==> src/rtl/data_memory_mp_pkg.sv <==
// data_memory_mp_pkg: shared defaults, FSM encoding and sizing helper for the multi-port data memory.
// Revision: 1.0
`default_nettype none

package data_memory_mp_pkg;

  localparam int DMEM_WORD_SIZE  = 16;
  localparam int DMEM_ADDR_WIDTH = 16;
  localparam int DMEM_DEPTH      = 256;
  localparam int DMEM_NUM_RD     = 2;

  typedef enum logic [1:0] {
    DM_INIT  = 2'd0,
    DM_CLEAR = 2'd1,
    DM_READY = 2'd2
  } dm_state_e;

  // Counter width that still works for a single-word memory.
  function automatic int cnt_width(input int depth);
    return (depth > 1) ? $clog2(depth) : 1;
  endfunction

endpackage

`default_nettype wire

==> src/rtl/data_memory_mp_if.sv <==
// data_memory_mp_if: write port, NUM_RD read ports and status bundle of the data memory.
// Revision: 1.0
`default_nettype none

interface data_memory_mp_if
  import data_memory_mp_pkg::*;
#(
  parameter int WORD_SIZE  = DMEM_WORD_SIZE,
  parameter int ADDR_WIDTH = DMEM_ADDR_WIDTH,
  parameter int NUM_RD     = DMEM_NUM_RD
);

  logic [ADDR_WIDTH-1:0]        memaddr_w;
  logic [WORD_SIZE-1:0]         memval;
  logic                         memset;
  logic [NUM_RD*ADDR_WIDTH-1:0] memaddr_r;
  logic [NUM_RD-1:0]            memget;
  logic [NUM_RD*WORD_SIZE-1:0]  memout;
  logic [NUM_RD-1:0]            memout_valid;
  logic                         busy;
  logic                         addr_err;

  modport master (
    output memaddr_w, memval, memset, memaddr_r, memget,
    input  memout, memout_valid, busy, addr_err
  );

  modport slave (
    input  memaddr_w, memval, memset, memaddr_r, memget,
    output memout, memout_valid, busy, addr_err
  );

endinterface

`default_nettype wire

==> src/rtl/data_memory_mp_read_port.sv <==
// dmem_read_port: one registered read port with range check and write-first bypass.
// Revision: 1.0
`default_nettype none

module dmem_read_port
  import data_memory_mp_pkg::*;
#(
  parameter int WORD_SIZE  = DMEM_WORD_SIZE,
  parameter int ADDR_WIDTH = DMEM_ADDR_WIDTH,
  parameter int DEPTH      = DMEM_DEPTH
) (
  input  wire logic                  mclk,
  input  wire logic                  rst_n,
  input  wire logic                  i_en,
  input  wire logic [ADDR_WIDTH-1:0] i_addr,
  input  wire logic [WORD_SIZE-1:0]  i_mem_word,
  input  wire logic                  i_wr_en,
  input  wire logic [ADDR_WIDTH-1:0] i_wr_addr,
  input  wire logic [WORD_SIZE-1:0]  i_wr_data,
  output logic [WORD_SIZE-1:0]       o_data,
  output logic                       o_valid,
  output logic                       o_err
);

  logic                 w_in_range;
  logic                 w_bypass;
  logic [WORD_SIZE-1:0] w_word;
  logic [WORD_SIZE-1:0] r_data;
  logic                 r_valid;
  logic                 r_err;

  // Extra top bit keeps the compare exact when DEPTH == 2**ADDR_WIDTH.
  assign w_in_range = ({1'b0, i_addr} < (ADDR_WIDTH + 1)'(DEPTH));
  // i_wr_en is only raised for in-range writes, so a hit implies an in-range read.
  assign w_bypass   = i_wr_en && (i_wr_addr == i_addr);
  assign w_word     = w_bypass ? i_wr_data : i_mem_word;

  always_ff @(posedge mclk or negedge rst_n) begin
    if (!rst_n) begin
      r_data  <= '0;
      r_valid <= 1'b0;
      r_err   <= 1'b0;
    end else begin
      r_valid <= i_en;
      r_err   <= i_en && !w_in_range;
      if (i_en) begin
        r_data <= w_in_range ? w_word : '0;
      end
    end
  end

  assign o_data  = r_data;
  assign o_valid = r_valid;
  assign o_err   = r_err;

endmodule

`default_nettype wire

==> src/rtl/data_memory_mp.sv <==
// data_memory_mp: DEPTH-word store with one write port, NUM_RD registered read ports and a post-reset clear.
// Revision: 1.0
`default_nettype none

module data_memory_mp
  import data_memory_mp_pkg::*;
#(
  parameter int WORD_SIZE  = DMEM_WORD_SIZE,
  parameter int ADDR_WIDTH = DMEM_ADDR_WIDTH,
  parameter int DEPTH      = DMEM_DEPTH,
  parameter int NUM_RD     = DMEM_NUM_RD
) (
  input wire logic mclk,
  input wire logic rst_n,
  data_memory_mp_if.slave bus
);

  localparam int CNT_W = cnt_width(DEPTH);

  logic [WORD_SIZE-1:0]        r_mem [DEPTH];
  dm_state_e                   r_state;
  logic [CNT_W-1:0]            r_clr_cnt;
  logic                        r_busy;
  logic                        r_wr_err;

  logic                        w_ready;
  logic                        w_wr_in_range;
  logic                        w_usr_we;
  logic                        w_mem_we;
  logic [CNT_W-1:0]            w_mem_waddr;
  logic [WORD_SIZE-1:0]        w_mem_wdata;
  logic [NUM_RD*WORD_SIZE-1:0] w_memout;
  logic [NUM_RD-1:0]           w_memout_valid;
  logic [NUM_RD-1:0]           w_port_err;

  assign w_ready       = (r_state == DM_READY);
  assign w_wr_in_range = ({1'b0, bus.memaddr_w} < (ADDR_WIDTH + 1)'(DEPTH));
  assign w_usr_we      = w_ready && bus.memset && w_wr_in_range;

  // Clear and user writes share the single array write port.
  assign w_mem_we    = !w_ready || w_usr_we;
  assign w_mem_waddr = w_ready ? bus.memaddr_w[CNT_W-1:0] : r_clr_cnt;
  assign w_mem_wdata = w_ready ? bus.memval : '0;

  // INIT already writes address 0, so busy drops on the DEPTH-th edge.
  always_ff @(posedge mclk or negedge rst_n) begin
    if (!rst_n) begin
      r_state   <= DM_INIT;
      r_clr_cnt <= '0;
      r_busy    <= 1'b1;
      r_wr_err  <= 1'b0;
    end else begin
      r_wr_err <= 1'b0;
      case (r_state)
        DM_INIT, DM_CLEAR: begin
          if (r_clr_cnt == CNT_W'(DEPTH - 1)) begin
            r_state   <= DM_READY;
            r_busy    <= 1'b0;
            r_clr_cnt <= '0;
          end else begin
            r_state   <= DM_CLEAR;
            r_clr_cnt <= r_clr_cnt + 1'b1;
          end
        end
        DM_READY: begin
          r_wr_err <= bus.memset && !w_wr_in_range;
        end
        default: begin
          r_state   <= DM_INIT;
          r_clr_cnt <= '0;
          r_busy    <= 1'b1;
        end
      endcase
    end
  end

  always_ff @(posedge mclk) begin
    if (w_mem_we) begin
      r_mem[w_mem_waddr] <= w_mem_wdata;
    end
  end

  for (genvar k = 0; k < NUM_RD; k++) begin : g_rd_port
    logic [ADDR_WIDTH-1:0] w_raddr;
    assign w_raddr = bus.memaddr_r[k*ADDR_WIDTH +: ADDR_WIDTH];

    dmem_read_port #(
      .WORD_SIZE  (WORD_SIZE),
      .ADDR_WIDTH (ADDR_WIDTH),
      .DEPTH      (DEPTH)
    ) u_rd_port (
      .mclk       (mclk),
      .rst_n      (rst_n),
      .i_en       (w_ready && bus.memget[k]),
      .i_addr     (w_raddr),
      .i_mem_word (r_mem[w_raddr[CNT_W-1:0]]),
      .i_wr_en    (w_usr_we),
      .i_wr_addr  (bus.memaddr_w),
      .i_wr_data  (bus.memval),
      .o_data     (w_memout[k*WORD_SIZE +: WORD_SIZE]),
      .o_valid    (w_memout_valid[k]),
      .o_err      (w_port_err[k])
    );
  end

  assign bus.memout       = w_memout;
  assign bus.memout_valid = w_memout_valid;
  assign bus.busy         = r_busy;
  assign bus.addr_err     = r_wr_err || (|w_port_err);

endmodule

`default_nettype wire

==> src/flat_wrapper.sv <==
// flat-port wrapper written by rule: the top's interface ports become plain ports
module data_memory_mp_flat import data_memory_mp_pkg::*;
#(
  parameter int WORD_SIZE  = DMEM_WORD_SIZE,
  parameter int ADDR_WIDTH = DMEM_ADDR_WIDTH,
  parameter int DEPTH      = DMEM_DEPTH,
  parameter int NUM_RD     = DMEM_NUM_RD
)
  (mclk, rst_n, bus_memaddr_w, bus_memval, bus_memset, bus_memaddr_r, bus_memget, bus_memout, bus_memout_valid, bus_busy, bus_addr_err);
  data_memory_mp_if #(.WORD_SIZE(WORD_SIZE), .ADDR_WIDTH(ADDR_WIDTH), .NUM_RD(NUM_RD)) bus_i ();
  input wire logic mclk;
  input wire logic rst_n;
  input wire logic [$bits(bus_i.memaddr_w)-1:0] bus_memaddr_w;
  input wire logic [$bits(bus_i.memval)-1:0] bus_memval;
  input wire logic [$bits(bus_i.memset)-1:0] bus_memset;
  input wire logic [$bits(bus_i.memaddr_r)-1:0] bus_memaddr_r;
  input wire logic [$bits(bus_i.memget)-1:0] bus_memget;
  output wire logic [$bits(bus_i.memout)-1:0] bus_memout;
  output wire logic [$bits(bus_i.memout_valid)-1:0] bus_memout_valid;
  output wire logic [$bits(bus_i.busy)-1:0] bus_busy;
  output wire logic [$bits(bus_i.addr_err)-1:0] bus_addr_err;
  assign bus_i.memaddr_w = bus_memaddr_w;
  assign bus_i.memval = bus_memval;
  assign bus_i.memset = bus_memset;
  assign bus_i.memaddr_r = bus_memaddr_r;
  assign bus_i.memget = bus_memget;
  assign bus_memout = bus_i.memout;
  assign bus_memout_valid = bus_i.memout_valid;
  assign bus_busy = bus_i.busy;
  assign bus_addr_err = bus_i.addr_err;
  data_memory_mp #(.WORD_SIZE(WORD_SIZE), .ADDR_WIDTH(ADDR_WIDTH), .DEPTH(DEPTH), .NUM_RD(NUM_RD)) u_core (.mclk(mclk), .rst_n(rst_n), .bus(bus_i));
endmodule
==> config.mk <==
export PLATFORM = sky130hd
export DESIGN_NAME = data_memory_mp_flat
export DESIGN_NICKNAME = d
export VERILOG_FILES = /design/src/rtl/data_memory_mp_pkg.sv /design/src/rtl/data_memory_mp_if.sv /design/src/rtl/data_memory_mp_read_port.sv /design/src/rtl/data_memory_mp.sv /design/src/flat_wrapper.sv
export SDC_FILE = /design/constraint.sdc
export NUM_CORES = 2
export LEC_CHECK = 0
export ABC_AREA = 0
export CAP_MARGIN = 20
export CELL_PAD_IN_SITES_DETAIL_PLACEMENT = 1
export CELL_PAD_IN_SITES_GLOBAL_PLACEMENT = 2
export CORE_MARGIN = 4
export CORE_UTILIZATION = 54
export DETAILED_ROUTE_END_ITERATION = 6
export HOLD_SLACK_MARGIN = 0.08
export PLACE_DENSITY_LB_ADDON = 0.25
export RECOVER_POWER = 100
export SYNTH_ARGS = -nofsm -noshare
export SYNTH_HDL_FRONTEND = slang
export SYNTH_HIERARCHICAL = 1
export SYNTH_SLANG_ARGS = --single-unit
export TNS_END_PERCENT = 5
==> constraint.sdc <==
create_clock -name mclk -period 10.9 [get_ports mclk]
set_input_delay 2.18 -clock mclk [delete_from_list [all_inputs] [get_ports mclk]]
set_output_delay 2.18 -clock mclk [all_outputs]
set_load 0.05 [all_outputs]
After elaboration in Yosys (flattened, before gate mapping)
Memory sizes are Yosys's and may differ from the RTL's.
Cells that the tools add are included.

word-level totals
  register bits = 48
  word-level logic and storage cells = 56
  RAM bits = 4096
  memories = 1

memory list
  name          words  width  read ports  clocked after memory_dff  write ports  RTL line              source
  u_core.r_mem  256    16     2           0                         1            data_memory_mp.sv:20  logic [WORD_SIZE-1:0] r_mem [DEPTH];

cells by class
  order comparisons = 3
  reduce and logical (&&, ||, !) cells = 19
  equal/unequal tests = 6
  add/subtract/negate cells = 1
  bitwise gates (word level) = 1
  mux-type cells = 15

operators with widths
  operator                                             number
  2-to-1 mux 16 bit                                    5
  < comparator 16 x 9 -> 1 bit, second input constant  3
  == test 16 bit                                       2
  2-to-1 mux 8 bit                                     2
  case mux 8 bit (2 select lines)                      1
  logical AND 1 bit                                    9
  adder 8 x 1 -> 8 bit, second input constant          1
  == test 8 bit, second input constant                 1
  zero test 1 bit                                      4
  2-to-1 mux 1 bit                                     4
  case mux 2 bit (2 select lines)                      1
  OR reduction 2 bit                                   2
  == test 2 x 1 -> 1 bit, second input constant        1
  == test 2 bit, second input constant                 1
  zero test 2 bit                                      1
  logical OR 1 bit                                     2
  2-to-1 mux 2 bit                                     1
  != test 2 x 1 -> 1 bit, second input constant        1
  case mux 1 bit (2 select lines)                      1
  AND reduction 2 bit                                  1
  NOT 1 bit                                            1

Logic depth before layout (Yosys ltp)
  depth in word-level cells = 6
  gate-level depth with buffers = 17
  depth with buffers taken out = 10

Modules after synthesis
Netlist, hierarchy kept.

modules (own cells, without submodules)
  module          instances  seq. area each (um^2)  area each (um^2)  cells an instance
  data_memory_mp  1          123299.5               193802.1          10610
  dmem_read_port  2          450.4                  1221.2            121

Worst setup path before layout
No wires, ideal clock.

  path kind = input to register
  start point = input bus_memval[0]
  end point = memory u_core/r_mem[0][0] (netlist bit) (data pin)
  data arrival time = 5.424 ns
  cell stages on the path = 1
  slack = 4.606 ns
  setup time = 0.870 ns
  buffers on the path = 0
  path through = and2_1

on the way
  word-level cells in the longest chain between the ends = 1

RTL lines
  what               RTL line              source
  start, declared    flat_wrapper.sv:14    input wire logic [$bits(bus_i.memval)-1:0] bus_memval;
  2-to-1 mux 16 bit  data_memory_mp.sv:43  assign w_mem_wdata = w_ready ? bus.memval : '0;
  end, declared      data_memory_mp.sv:20

No other way between the ends.

Final worst setup path
  start point = register u_core.r_state[1]
  end point = memory u_core/r_mem[198][5] (netlist bit) (enable)

on the way
  word-level cells in the longest chain between the ends = 6
  elaborated cells between the ends (all ways) = 8
  those cells by class = eq/ne: 1; mux: 3; reduce/logical: 4

RTL lines
  what                                    RTL line              source
  start, declared                         data_memory_mp.sv:21  dm_state_e r_state;
  start signal, assigned                  data_memory_mp.sv:48  r_state <= DM_INIT;
  start signal, assigned                  data_memory_mp.sv:57  r_state <= DM_READY;
  start signal, assigned                  data_memory_mp.sv:61  r_state <= DM_CLEAR;
  == test 2 bit (*)                       data_memory_mp.sv:36  assign w_ready = (r_state == DM_READY);
  logical AND 1 bit (2 in a row)          data_memory_mp.sv:38  assign w_usr_we = w_ready && bus.memset && w_wr_in_range;
  logical OR 1 bit                        data_memory_mp.sv:41  assign w_mem_we = !w_ready || w_usr_we;
  2-to-1 mux 1 bit                        data_memory_mp.sv:78  if (w_mem_we) begin
  2-to-1 mux 1 bit (not written as such)  data_memory_mp.sv:79  r_mem[w_mem_waddr] <= w_mem_wdata;

Every way passes the cells marked *; elsewhere a longest branch is shown, timed or not.

==> out/summary.txt <==
Mapped Cells = 10900
Post-Syn Nets = 10900
DRC Markers = 1
worst min path class = flip-flop to flip-flop
CTS sink count = 4144
Mapped Area = 196000 µm²
Critical Setup Path Class = flip-flop to flip-flop
asr flop ratio synth = 1.16%
final instance area = 216000 µm²
Detail Route Antenna Nets = 0
CTS Buffer Depth = 4
Setup crit start kind = flip-flop
number of instances in the placed design = 15400
final-report setup violation count = 0
chip height = 611 µm
Slew @ Worst Pin = 5.34 ns
crit share post-route = 84.0%
Post-synth top cells = 4096 x edfxtp_1, 1565 x mux4_2, 1251 x mux2i_1
clock buffer count from CTS = 433
reg-to-reg endpoint = u_core/r_mem[198][5]
CTS Root Buffer Type = clkbuf_16
first-pass GRT wire length = 1020000 µm
Post-DP Area = 204000 µm²
Clock Latency Late Sink = 1.01 ns
worst reg2reg startpoint = u_core/r_state[1]
Crit path required time = 11.08 ns
CTS tree = done
total number of vias = 126000
GP Congestion = 0.968
gr ovfl total = 0
Clock transition at path regs = 0.06 ns
drt via density = 7.76
number of max-cap violations = 182
1st-iter DRT viols = 20900
main area contributors after synthesis = edfxtp_1 63%, mux4_2 18%, mux2i_1 6.4%, o221ai_1 1.8%, o22ai_1 0.93%
dpl ws = 3.23 ns
min cycle time layout = 9.15 ns
Worst VDD drop = 0.000145 V
Setup WS post-layout = 1.75 ns
initial antenna violation count = 75
I/O pins = 105
final cell count without fillers = 16300
run status = finished, violations left
gr usage total = 39.3%
yosys warns = 6
DR pass1 iterations = 7
Seq cells post-synth = 4144
Hold WS = 0.541 ns
RSZ-0062 raised after global routing = no
routed wire length per instance = 45.6 µm
crit path capture = u_core/r_mem[198][5]
Resize count post-CTS = 0
area share of the largest cell type after synthesis = 62.7%
Crit. End Element = flip-flop
Initial Util = 54.2%
Cell variety after synth = 88
fmax = 109 MHz
vias in the first global route = 128000
Main synth FF type = edfxtp_1
chip width = 611 µm
leading area contributor after synthesis = edfxtp_1
final core utilization = 59.7%
cell with the most instances after synthesis = edfxtp_1
PwrDens = 158 nW/µm²
largest net degree at the start of global routing = 224
Syn-to-layout area delta = 10.2%
# hold bufs at CTS = 0
number of synthesized flops with an enable pin = 4096
Layout Skew = 0.0555 ns
final net count = 11100
post-DP HPWL = 463000 µm
Reg2Reg Setup Slack = 1.75 ns
post-CTS setup buffers = 0
layout cells sized above 1 = 23.6%
final-layout fill cell count = 31100
CP startpoint = u_core/r_state[1]
die area = 373000 µm²
crit path DAT = 9.33 ns
Tot Pwr = 34.2 mW
Leak = 61.4 nW
Port Buffers = 104
final hold violation count = 0
Core Area = 362000 µm²
FP Rows = 221
Seq/Total Area, Yosys = 63.3%
R2R depth = 6
failing checks = design-rule violations, max-capacitance violations, max-slew violations
Post-Route Setup TNS = 0 ns
htree depth = 5
Slew Limit Fails = 4160
Avg Cell Area, Syn = 18.1 µm²
Worst slew margin = -256%
drt total wl = 742000 µm
critical path fanouts, max = 43
## metal layers
metal | share of wire (%) | global-route usage (%)
met1 | 33 | 49.4
met2 | 45 | 58.6
met3 | 13 | 10.7
met4 | 9.5 | 29.7
met5 | 0.049 | 0
## cell usage in the layout, fill, tap and decap left out, drive strengths merged, types with 196 or more instances in the layout
| cell type | n |
|---|---|
| a21oi | 276 |
| clkinv | 196 |
| mux2i | 1251 |
| o22ai | 293 |
| clkbuf | 792 |
| edfxtp | 4096 |
| mux4 | 1586 |
| buf | 303 |
| o221ai | 403 |
| nand2 | 304 |
| nor2 | 426 |
## flip-flops by register name, summed over array words and instances, names as in the netlist
| signal | flops |
|---|---|
| u_core/r_mem | 4096 |
| u_core/g_rd_port.u_rd_port/o_data | 32 |
| u_core/r_clr_cnt | 8 |
| u_core/g_rd_port.u_rd_port/o_err | 2 |
| u_core/g_rd_port.u_rd_port/o_valid | 2 |
| u_core/r_state | 2 |
| u_core/bus.busy | 1 |
| u_core/r_wr_err | 1 |
## worst min-delay path by stage
stage	start	end	depth (start not counted)
floorplan	u_core/r_state[0]	u_core/r_clr_cnt[4]	1
global placement	u_core/g_rd_port[1].u_rd_port/o_data[1]	u_core/g_rd_port[1].u_rd_port/o_data[1]	2
detailed placement	u_core/g_rd_port[0].u_rd_port/o_data[12]	u_core/g_rd_port[0].u_rd_port/o_data[12]	2
CTS	u_core/bus.busy	u_core/bus.busy	1
global route	u_core/g_rd_port[0].u_rd_port/o_data[1]	u_core/g_rd_port[0].u_rd_port/o_data[1]	2
finish	u_core/bus.busy	u_core/bus.busy	1
## where the power goes
group          total, mW  switching (mW)  internal, mW
Sequential          17.2               0          17.2
Combinational       1.99            1.38         0.612
Clock               15.0            6.43          8.55
Total               34.2            7.81          26.4
## critical path, cell delays in order (launching register included)
cell and delay, ns:
dfrtp_1 0.60, nor2b_2 0.22, clkbuf_1 1.64, nand2_1 1.12, nand3_4 0.22, clkbuf_1 2.45
nor2_1 2.01
## logic make-up (layout without fill, tap and decap cells)
| logic type | Yosys count | count (layout) | synth area share, % |
|---|---|---|---|
| other | 0 | 38 | 0 |
| buffers and inverters | 898 | 1474 | 2.89 |
| flip-flops | 4144 | 4144 | 63.3 |
| AND/OR/NAND/NOR | 1338 | 1338 | 3.23 |
| multiplexers | 2842 | 2842 | 24.6 |
| adder cells (fa/ha/maj) | 1 | 1 | 0.00637 |
| AO/OA/AOI/OAI | 1596 | 1596 | 5.79 |
| XOR/XNOR | 33 | 33 | 0.147 |
## final cells by class
cell class	count	area, µm²	share of cell area, %
Sequential cell	4144	124000	57.4
Multi-Input combinational cell	5810	66900	30.9
Clock buffer	521	11400	5.29
Tap cell	4794	6000	2.77
Timing Repair Buffer	665	5000	2.31
Clock inverter	276	2660	1.23
Antenna cell	38	95.1	0.0440
Inverter	12	80.1	0.0370
No activity file was read; power rests on OpenSTA's default activity.
